--- src/rtl/mv_fetch_unit_pkg.sv ---
// Shared types for the matrix/vector operand fetcher.
// Latency: n/a (types and constants only).
// Backpressure: n/a.
package mv_fetch_unit_pkg;

  typedef enum logic [1:0] {
    ST_IDLE  = 2'd0,
    ST_ISSUE = 2'd1,
    ST_DRAIN = 2'd2
  } state_t;

  // Flag bits that travel with each operand pair: last_col, last_row.
  localparam int FLAG_W = 2;

  // Tag carried through the read-latency pipe alongside each issued read.
  typedef struct packed {
    logic vld;
    logic last_col;
    logic last_row;
  } tag_t;

endpackage

--- src/rtl/fetch_out_fifo.sv ---
// Synchronous output buffer for fetched operand pairs; head entry is always visible.
// Latency: a pushed entry is visible at the head the cycle after the push.
// Backpressure: push when full is dropped unless a pop happens in the same cycle.
// Ports: clk/reset, push + push_dat, pop, head_dat, full, empty, count.
module fetch_out_fifo #(
  parameter int WIDTH = 34,
  parameter int DEPTH = 4
) (
  input  logic                       clk,
  input  logic                       reset,
  input  logic                       push,
  input  logic [WIDTH-1:0]           push_dat,
  input  logic                       pop,
  output logic [WIDTH-1:0]           head_dat,
  output logic                       full,
  output logic                       empty,
  output logic [$clog2(DEPTH+1)-1:0] count
);

  localparam int AW = (DEPTH > 1) ? $clog2(DEPTH) : 1;
  localparam int CW = $clog2(DEPTH + 1);
  localparam logic [AW-1:0] LAST_PTR = AW'(DEPTH - 1);

  logic [WIDTH-1:0] mem [DEPTH];
  logic [AW-1:0]    wr_ptr;
  logic [AW-1:0]    rd_ptr;
  logic             do_push;
  logic             do_pop;

  // Pointers wrap explicitly so DEPTH need not be a power of two.
  function automatic logic [AW-1:0] ptr_inc(input logic [AW-1:0] p);
    return (p == LAST_PTR) ? '0 : p + AW'(1);
  endfunction

  assign empty    = (count == '0);
  assign full     = (count == CW'(DEPTH));
  assign do_pop   = pop && !empty;
  assign do_push  = push && (!full || do_pop);
  assign head_dat = mem[rd_ptr];

  always_ff @(posedge clk or posedge reset) begin
    if (reset) begin
      wr_ptr <= '0;
      rd_ptr <= '0;
      count  <= '0;
      for (int i = 0; i < DEPTH; i++) mem[i] <= '0;
    end else begin
      if (do_push) begin
        mem[wr_ptr] <= push_dat;
        wr_ptr      <= ptr_inc(wr_ptr);
      end
      if (do_pop) rd_ptr <= ptr_inc(rd_ptr);
      if (do_push && !do_pop)      count <= count + CW'(1);
      else if (!do_push && do_pop) count <= count - CW'(1);
    end
  end

endmodule

--- src/rtl/mv_fetch_unit.sv ---
// Walks an n_rows x n_cols row-major matrix plus its vector and streams (mat,vec) pairs.
// Latency: first out_valid RD_LAT+1 cycles after the start edge; one pair/cycle when ready.
// Backpressure: reads are issued only while buffered + in-flight pairs fit the output FIFO.
// Ports: start/config (latched on start), busy/done status, dual RAM read port
// (mem_rd_en, mem_*_addr, mem_*_data), and the out_* valid/ready pair stream.
module mv_fetch_unit
  import mv_fetch_unit_pkg::*;
#(
  parameter int ADD_SIZE   = 16,
  parameter int DATA_SIZE  = 16,
  parameter int DIM_SIZE   = 8,
  parameter int RD_LAT     = 1,
  parameter int FIFO_DEPTH = 4
) (
  input  logic                 clk,
  input  logic                 reset,
  input  logic                 start,
  input  logic [ADD_SIZE-1:0]  mat_base,
  input  logic [ADD_SIZE-1:0]  vec_base,
  input  logic [DIM_SIZE-1:0]  n_rows,
  input  logic [DIM_SIZE-1:0]  n_cols,
  output logic                 busy,
  output logic                 done,
  output logic                 mem_rd_en,
  output logic [ADD_SIZE-1:0]  mem_mat_addr,
  output logic [ADD_SIZE-1:0]  mem_vec_addr,
  input  logic [DATA_SIZE-1:0] mem_mat_data,
  input  logic [DATA_SIZE-1:0] mem_vec_data,
  output logic                 out_valid,
  input  logic                 out_ready,
  output logic [DATA_SIZE-1:0] out_mat,
  output logic [DATA_SIZE-1:0] out_vec,
  output logic                 out_last_col,
  output logic                 out_last_row
);

  localparam int FW = 2 * DATA_SIZE + FLAG_W;
  localparam int CW = $clog2(FIFO_DEPTH + 1);
  localparam logic [DIM_SIZE-1:0] DIM_ONE = DIM_SIZE'(1);
  localparam logic [ADD_SIZE-1:0] ADD_ONE = ADD_SIZE'(1);

  state_t state_q, state_d;
  logic   done_q, done_d;
  logic   accept;
  logic   issue;

  logic [ADD_SIZE-1:0] mat_ptr_q, vec_ptr_q, vec_base_q;
  logic [DIM_SIZE-1:0] n_rows_q, n_cols_q, row_q, col_q;
  logic                at_last_col, at_last_row;

  tag_t         pipe_q [RD_LAT];
  logic [31:0]  inflight;
  logic [31:0]  outstanding;
  logic         credit_ok;

  logic          pop;
  logic [FW-1:0] head_dat;
  logic          fifo_full, fifo_empty;
  logic [CW-1:0] fifo_count;

  assign at_last_col = (col_q == n_cols_q - DIM_ONE);
  assign at_last_row = (row_q == n_rows_q - DIM_ONE);

  assign pop = out_valid && out_ready;

  always_comb begin
    inflight = '0;
    for (int i = 0; i < RD_LAT; i++) inflight = inflight + 32'(pipe_q[i].vld);
  end

  // A pop in this cycle frees its slot before the new read's data can land,
  // so it is credited immediately; this is what keeps one pair per cycle
  // sustainable with FIFO_DEPTH = RD_LAT + 1.
  assign outstanding = 32'(fifo_count) + inflight - 32'(pop);
  assign credit_ok   = (outstanding < 32'(FIFO_DEPTH)) && (!fifo_full || pop);

  always_comb begin
    state_d = state_q;
    done_d  = 1'b0;
    accept  = 1'b0;
    issue   = 1'b0;
    case (state_q)
      ST_IDLE: begin
        if (start) begin
          if (n_rows == '0 || n_cols == '0) begin
            done_d = 1'b1;
          end else begin
            accept  = 1'b1;
            state_d = ST_ISSUE;
          end
        end
      end
      ST_ISSUE: begin
        if (credit_ok) begin
          issue = 1'b1;
          if (at_last_col && at_last_row) state_d = ST_DRAIN;
        end
      end
      ST_DRAIN: begin
        if (pop && out_last_col && out_last_row) begin
          state_d = ST_IDLE;
          done_d  = 1'b1;
        end
      end
      default: state_d = ST_IDLE;
    endcase
  end

  always_ff @(posedge clk or posedge reset) begin
    if (reset) begin
      state_q <= ST_IDLE;
      done_q  <= 1'b0;
    end else begin
      state_q <= state_d;
      done_q  <= done_d;
    end
  end

  always_ff @(posedge clk or posedge reset) begin
    if (reset) begin
      mat_ptr_q  <= '0;
      vec_ptr_q  <= '0;
      vec_base_q <= '0;
      n_rows_q   <= '0;
      n_cols_q   <= '0;
      row_q      <= '0;
      col_q      <= '0;
    end else if (accept) begin
      mat_ptr_q  <= mat_base;
      vec_ptr_q  <= vec_base;
      vec_base_q <= vec_base;
      n_rows_q   <= n_rows;
      n_cols_q   <= n_cols;
      row_q      <= '0;
      col_q      <= '0;
    end else if (issue) begin
      // The matrix is contiguous; the vector restarts at its base every row.
      mat_ptr_q <= mat_ptr_q + ADD_ONE;
      if (at_last_col) begin
        col_q     <= '0;
        row_q     <= row_q + DIM_ONE;
        vec_ptr_q <= vec_base_q;
      end else begin
        col_q     <= col_q + DIM_ONE;
        vec_ptr_q <= vec_ptr_q + ADD_ONE;
      end
    end
  end

  // Tag pipe mirrors the RAM latency so flags meet their data at the FIFO input.
  always_ff @(posedge clk or posedge reset) begin
    if (reset) begin
      for (int i = 0; i < RD_LAT; i++) pipe_q[i] <= '0;
    end else begin
      pipe_q[0] <= '{vld: issue, last_col: at_last_col, last_row: at_last_row};
      for (int i = 1; i < RD_LAT; i++) pipe_q[i] <= pipe_q[i-1];
    end
  end

  fetch_out_fifo #(
    .WIDTH (FW),
    .DEPTH (FIFO_DEPTH)
  ) u_out_fifo (
    .clk      (clk),
    .reset    (reset),
    .push     (pipe_q[RD_LAT-1].vld),
    .push_dat ({mem_mat_data, mem_vec_data,
                pipe_q[RD_LAT-1].last_col, pipe_q[RD_LAT-1].last_row}),
    .pop      (pop),
    .head_dat (head_dat),
    .full     (fifo_full),
    .empty    (fifo_empty),
    .count    (fifo_count)
  );

  assign busy         = (state_q != ST_IDLE);
  assign done         = done_q;
  assign mem_rd_en    = issue;
  assign mem_mat_addr = mat_ptr_q;
  assign mem_vec_addr = vec_ptr_q;
  assign out_valid    = !fifo_empty;
  assign {out_mat, out_vec, out_last_col, out_last_row} = head_dat;

endmodule
--- config.mk ---
export PLATFORM = sky130hd
export DESIGN_NAME = mv_fetch_unit
export DESIGN_NICKNAME = d
export VERILOG_FILES = /design/src/rtl/mv_fetch_unit_pkg.sv /design/src/rtl/fetch_out_fifo.sv /design/src/rtl/mv_fetch_unit.sv
export SDC_FILE = /design/constraint.sdc
export NUM_CORES = 1
export LEC_CHECK = 0
export BUFFER_PORTS_ARGS = -buffer_cell sky130_fd_sc_hd__buf_4
export CORE_UTILIZATION = 58
export CTS_BUF_LIST = sky130_fd_sc_hd__clkbuf_8 sky130_fd_sc_hd__clkbuf_16
export CTS_CLUSTER_DIAMETER = 80
export DETAILED_ROUTE_END_ITERATION = 10
export GPL_TIMING_DRIVEN = 0
export PLACE_DENSITY = 0.81
export REMOVE_ABC_BUFFERS = 1
export SKIP_CTS_REPAIR_TIMING = 1
export SLEW_MARGIN = 20
export SYNTH_ARGS = -nofsm -noshare
export SYNTH_HDL_FRONTEND = slang
export SYNTH_SLANG_ARGS = --single-unit
--- constraint.sdc ---
create_clock -name clk -period 8.6 [get_ports clk]
set_clock_uncertainty 0.1 [all_clocks]
set_input_delay 0.43 -clock clk [delete_from_list [all_inputs] [get_ports clk]]
set_output_delay 0.43 -clock clk [all_outputs]
set_load 0.05 [all_outputs]
* Word-level counts from Yosys, hierarchy flattened *
Cells that the tools add are included.

word-level totals
  input port bits = 84
  register bits after elaboration = 229
  output and inout port bits = 70
  logic and storage cells = 112

cells by class
  $add $sub $neg = 12
  bitwise operators = 2
  magnitude comparators = 4
  reductions and logical operators = 27
  muxes and demuxes = 36
  equal/unequal tests = 12

operator list
  cell                                                         number
  bitwise mux 136 bit                                          1
  two-way mux 34 bit                                           3
  two-way mux 16 bit                                           5
  binary-select mux 34 bit (select 2 bit)                      1
  demux 34 bit (select 2 bit)                                  1
  two-way mux 8 bit                                            6
  adder 16 x 1 -> 16 bit, second input constant                2
  less-than comparator 32 x 3 -> 1 bit, second input constant  1
  adder 8 x 1 -> 8 bit, second input constant                  2
  == test 8 bit                                                2
  logical NOT 8 bit                                            2
  subtractor 8 x 1 -> 8 bit, second input constant             2
  two-way mux 2 bit                                            7
  logical AND 1 bit                                            10
  inequality test 2 bit, second input constant                 5
  two-way mux 1 bit                                            8
  nonzero test 2 bit                                           4
  == test 2 bit, second input constant                         3
  >= comparator 3 bit, second input constant                   2
  two-way mux 3 bit                                            2
  inverter 2 -> 3 bit                                          2
  case mux 2 bit (3 select lines)                              1
  AND reduction 5 bit                                          1
  subtractor 4 x 1 -> 5 bit                                    1
  other kinds (13)                                             19

* Logic depth before layout (Yosys ltp) *
  word-level depth = 10
  gate-level depth with buffers = 15
  depth with buffers taken out = 14

* Hierarchy *
From an unflattened synthesis, not the netlist that was laid out.

second synthesis, totals
  cells, all modules = 917
  area, all modules = 11148.2 um2

modules (own cells, without submodules)
  module          area each (um2)  sequential area each (um2)  times used  cells an instance
  fetch_out_fifo  6339.8           3578.4                      1           368
  mv_fetch_unit   4808.4           2152.1                      1           549

* Worst setup path before layout *
OpenSTA, ideal clock, no wires.

  path type = reg-to-reg
  from = reg u_out_fifo.count[1]
  to = reg vec_ptr_q[5], in the netlist mem_vec_addr[5]
  cell stages (with the launch flop) = 16
  required time = 8418 ps
  period minus slack after synthesis = 3641 ps
  library setup time = 82 ps
  arrival time = 3459 ps
  path buffers = 3
  path slack = 4959 ps
  path through = dfrtp_1 > inv_1 > nand3_1 > nand2_1 > inv_1 > ha_1 > inv_1 > ha_1 > nor4bb_1 > a211o_1 > o211ai_1 > clkbuf_1 > clkbuf_1 > buf_1 > a21oi_1 > a31oi_1

on the way
  longest elaborated chain between the ends = 9
  elaborated cells on any way between the ends = 13
  those cells by class = add/sub (2); order compare (1); eq/ne (1); mux (2); reduce/logical (7)

ends and longest elaborated chain
  what                                  RTL line              text
  start: declaration                    fetch_out_fifo.sv:17  output logic [$clog2(DEPTH+1)-1:0] count
  start signal: assignment              fetch_out_fifo.sv:53  if (do_push && !do_pop) count <= count + CW'(1);
  start signal: assignment              fetch_out_fifo.sv:54  else if (!do_push && do_pop) count <= count - CW'(1);
  logical NOT 3 bit (*)                 fetch_out_fifo.sv:35  assign empty = (count == '0);
  logical NOT 1 bit (*)                 mv_fetch_unit.sv:181  assign out_valid = !fifo_empty;
  net out_valid                         mv_fetch_unit.sv:29   output logic out_valid,
  logical AND 1 bit (*)                 mv_fetch_unit.sv:64   assign pop = out_valid && out_ready;
  subtractor 4 x 1 -> 5 bit             mv_fetch_unit.sv:74   assign outstanding = 32'(fifo_count) + inflight - 32'(pop);
  less-than comparator 32 x 3 -> 1 bit  mv_fetch_unit.sv:75   assign credit_ok = (outstanding < 32'(FIFO_DEPTH)) && (!fifo_full || pop);
  logical AND 1 bit (*)                 mv_fetch_unit.sv:75
  two-way mux 1 bit (*)                 mv_fetch_unit.sv:94   if (credit_ok) begin
  two-way mux 1 bit (*)                 mv_fetch_unit.sv:82   case (state_q)
  nonzero test 2 bit (no line) (*)      n/a
  end signal: assignment                mv_fetch_unit.sv:130  vec_ptr_q <= vec_base;
  end signal: assignment                mv_fetch_unit.sv:142  vec_ptr_q <= vec_base_q;
  end signal: assignment                mv_fetch_unit.sv:145  vec_ptr_q <= vec_ptr_q + ADD_ONE;
  end: declaration                      mv_fetch_unit.sv:47   logic [ADD_SIZE-1:0] mat_ptr_q, vec_ptr_q, vec_base_q;

The timed path passes the listed nets; every way through them passes the cells marked *.
A chain may end at the register's enable or synchronous reset.

* Worst setup path after layout *
  from = reg u_out_fifo.count[1]
  to = out mem_rd_en

on the way
  longest elaborated chain between the ends = 8
  elaborated cells on any way between the ends = 12
  those cells by class = add/sub (2); order compare (1); eq/ne (1); mux (2); reduce/logical (6)

ends and longest elaborated chain
  what                                                                          RTL line             text
  branches (longest 5 deep; another with less-than comparator 32 x 3 -> 1 bit)  n/a
  logical AND 1 bit (*)                                                         mv_fetch_unit.sv:75
  two-way mux 1 bit (*)                                                         mv_fetch_unit.sv:94
  two-way mux 1 bit (*)                                                         mv_fetch_unit.sv:82
  end: declaration                                                              mv_fetch_unit.sv:24  output logic mem_rd_en,

Mark *: on every way between the ends.

==> insert_results.sql <==
INSERT INTO impl_metrics (metric_group, metric, value, unit) VALUES
('route', 'via_count', '7867', ''),
('logic_synthesis', 'synthCells', '937', ''),
('route', 'viasPerCell', '5.92', ''),
('floorplan', 'floorplan.initialDensity', '59.2', '%'),
('cts', 'cts_inserted_buffers', '24', ''),
('floorplan', 'dieHeight', '140', 'µm'),
('placed_design', 'io_buffers', '153', ''),
('setup_path', 'crit-reg2reg-capture', 'mem_vec_addr[4]', ''),
('global_route', 'number_of_global_route_vias_before_repair', '8066', ''),
('setup_path', 'critPathSlowestCell', 'sky130_fd_sc_hd__clkinv_1', ''),
('hold_path', 'hp-start', 'mat_base[0]', ''),
('global_route', 'maximum_number_of_pins_on_one_net_before_global_route_repair', '107', ''),
('setup_path', 'critPathBufInv', '6', ''),
('setup_path', 'critical_path.endpoint_type', 'output pin', ''),
('setup_path', 'regToRegSetupSlack', '3.97', 'ns'),
('route', 'drc_errors', '0', ''),
('cts', 'cts-htree-levels', '1', ''),
('setup_path', 'worst_flop_to_flop_path_startpoint', 'u_out_fifo.count[1]', ''),
('route', 'routed_wl', '24000', 'µm'),
('cts', 'clock_tree.root_cell', 'sky130_fd_sc_hd__clkbuf_16', ''),
('setup_path', 'critPathRequiredTime', '8.07', 'ns'),
('logic_synthesis', 'synthDominantAreaCellType', 'sky130_fd_sc_hd__dfrtp_1', ''),
('pwr', 'post-layout-total-power', '0.00490', 'W'),
('setup_path', 'worstSetupPathDepth', '13', ''),
('logic_synthesis', 'post_synth_num_cell_types', '66', ''),
('placed_design', 'place.detailed.hpwl', '15900', 'µm'),
('pwr', 'leakage', '6.19', 'nW'),
('floorplan', 'ios', '154', ''),
('global_route', 'residual_overflow_from_global_routing', '0', ''),
('timing', 'timing.final.max_slew_violations', '0', ''),
('hold_path', 'hold_path_class', 'in -> reg', ''),
('timing', 'worst-slew-pin-transition', '1.09', 'ns'),
('cts', 'clockBufferDepth', '3', ''),
('global_route', 'first_pass_grt_wire_length', '40100', 'µm'),
('setup_path', 'cp.arrival', '4.36', 'ns'),
('layout', 'drive_above_1_share', '35.8', '%'),
('setup_path', 'worstPathCellList', 'inv_1, nand3_1, nand2_1, inv_1, ha_1, inv_1, ha_1, nor4bb_1, a211o_1, o211ai_1, buf_4, clkinv_1, buf_4', ''),
('layout', 'synth_to_layout_area_growth', '21.1', '%'),
('route', 'drtIter0Drc', '436', ''),
('status', 'status', 'complete, no violations', ''),
('cts', 'clk-insertion-delay-late', '0.51', 'ns'),
('setup_path', 'cp-start-kind', 'flop', ''),
('route', 'drt-wirelength-per-cell', '18.1', 'µm'),
('setup_path', 'timing.critical_path.max_delay_family', 'buffers and inverters', ''),
('layout', 'n_fill_cell', '1299', ''),
('floorplan', 'core.rowCount', '50', ''),
('timing', 'achievable-frequency', '205', 'MHz'),
('logic_synthesis', 'netlist_area', '11100', 'µm²'),
('timing', 'layout_worst_path_cycle_share', '56.8', '%'),
('route', 'firstDrtPassIters', '5', ''),
('setup_path', 'timing.setup.critical_path_class', 'reg -> out', ''),
('cts', 'cts.sink_count', '229', ''),
('floorplan', 'die_x', '140', 'µm'),
('logic_synthesis', 'synth_sequential_area_ratio', '51.6', '%'),
('pwr', 'vdd_drop_max', '0.261', 'mV'),
('logic_synthesis', 'dominant_cells_by_area_after_synthesis', 'sky130_fd_sc_hd__dfrtp_1 (52%), sky130_fd_sc_hd__mux2_2 (14%), sky130_fd_sc_hd__mux4_2 (6.9%)', ''),
('logic_synthesis', 'yosys_warnings', '0', ''),
('timing', 'slew_headroom', '27.2', '%'),
('placed_design', 'place.gp.congestion', '0.801', ''),
('logic_synthesis', 'main_flop_type_after_synthesis', 'sky130_fd_sc_hd__dfrtp_1', ''),
('hold_path', 'worst_hold_path_cell_count', '3', ''),
('setup_path', 'slowest_delay', '0.86', 'ns'),
('pwr', 'power_density', '364', 'nW/µm²'),
('setup_path', 'timing.critical_path.fanout_max', '35', ''),
('timing', 'rsz0062_at_grt', 'false', ''),
('floorplan', 'design.core.area', '18800', 'µm²'),
('timing', 'post_route_hold_slack', '0.0259', 'ns'),
('global_route', 'globalRouteTotalUtil', '25.2', '%'),
('timing', 'hold_violations', '0', ''),
('timing', 'finalSetupViolCount', '0', ''),
('route', 'drt.antenna.violating_nets', '0', '');
-- layout make-up --
class | count | area [µm²] | share of cell area [%]
Tap cell | 234 | 293 | 2.18
Inverter | 26 | 105 | 0.781
Clock inverter | 8 | 88.8 | 0.660
Clock buffer | 31 | 708 | 5.26
Sequential cell | 229 | 5740 | 42.6
Multi-Input combinational cell | 631 | 5090 | 37.8
Timing Repair Buffer | 169 | 1440 | 10.7
-- layer usage --
layer | part of all wire (%) | GRT usage [%]
met1 | 42 | 32.9
met2 | 51 | 44.1
met3 | 5.5 | 4.14
met4 | 1.7 | 5.96
met5 | 0 | 0
-- worst max-delay path by stage --
| stage | from | to | slack (ns) |
|---|---|---|---|
| finish | u_out_fifo.count[1] | mem_rd_en | 3.71 |
| global route | u_out_fifo.count[1] | mem_rd_en | 3.44 |
| CTS | u_out_fifo.count[1] | mem_rd_en | 3.65 |
| detailed placement | u_out_fifo.count[1] | mem_vec_addr[4] | 3.98 |
| global placement | reset | u_out_fifo.mem[105] | -0.70 |
| floorplan | reset | col_q[0] | 1.79 |
-- state kept, by name, indices dropped and copies added (netlist names), 8 cells and up --
name / flops
u_out_fifo.mem: 136
col_q: 8
n_cols_q: 8
vec_base_q: 16
mem_mat_addr: 16
mem_vec_addr: 16
n_rows_q: 8
row_q: 8
-- cells in the mapped netlist (all sizes together), types with 7 or more instances --
cell    number
nand3       17
and3        12
mux2       138
inv         25
xor2        13
xnor2       29
nor2        28
nor3        16
ha          16
buf         10
nand4       18
clkbuf      41
mux4        34
nand2      138
nor4        14
o21ai       38
a21oi       17
dfrtp      229
or4          7
-- cell usage in the layout (no fill, tap or decap), types with 6 or more instances in the layout --
cell type                   netlist  layout
sky130_fd_sc_hd__o31ai_1          6       6
sky130_fd_sc_hd__mux2i_1          6       6
sky130_fd_sc_hd__mux4_2          34      34
sky130_fd_sc_hd__nor2_1          28      28
sky130_fd_sc_hd__and3_1          12      12
sky130_fd_sc_hd__nand4_1         18      18
sky130_fd_sc_hd__clkbuf_8         0       6
sky130_fd_sc_hd__buf_4            1     157
sky130_fd_sc_hd__nor4_1          14      14
sky130_fd_sc_hd__a31oi_1          6       6
sky130_fd_sc_hd__xnor2_1         29      29
sky130_fd_sc_hd__nor2b_1          6       6
sky130_fd_sc_hd__o211ai_1         6       6
sky130_fd_sc_hd__a21oi_1         17      17
sky130_fd_sc_hd__nand3_1         17      17
sky130_fd_sc_hd__inv_1           24      27
sky130_fd_sc_hd__clkbuf_16        0      25
sky130_fd_sc_hd__ha_1            16      16
sky130_fd_sc_hd__or4_1            6       6
sky130_fd_sc_hd__nor3_1          16      16
sky130_fd_sc_hd__dfrtp_1        229     227
sky130_fd_sc_hd__mux2_2         138     138
sky130_fd_sc_hd__xor2_1          13      13
sky130_fd_sc_hd__buf_16           0       6
sky130_fd_sc_hd__o21ai_0         37      37
sky130_fd_sc_hd__nand2_1        138     134
-- report_power, final --
part           switching [W]  total [W]  internal, W
combinational        0.00122    0.00214     0.000923
sequential          0.000287    0.00172      0.00144
clock               0.000407    0.00104     0.000633
total                0.00191    0.00490      0.00299
-- worst register-to-register path, delay by kind of cell (launching register included) --
family                   cells  cell delay [ns]
buffers and inverters        5             1.44
AND/OR/NAND/NOR              5             1.44
AO/OA/AOI/OAI                3             0.67
flip-flops                   1             0.45
adder cells (fa/ha/maj)      2             0.41
-- kinds of logic after synthesis --
group	share of synthesized area (%)
mux	21.4
simple gates	12.4
xor+xnor	3.31
buf+inv	2.74
fa+ha+maj	1.98
compound gates	6.57
flops	51.6
-- metrics by stage --
stage	std cells	area [µm²]	util (%)	worst slack [ns]	setup TNS, ns
final	1328	13500	71.7	3.71	0
after global routing	1328	13500	71.7	3.44	0
after CTS	1327	13400	71.6	3.65	0
after detailed placement	1288	12600	67.4	3.98	0
after global placement	1273	12300	65.8	-0.699	-156.11
after floorplan	886	10900	-	1.79	0
Note: power is estimated with default switching activity, not from simulation.
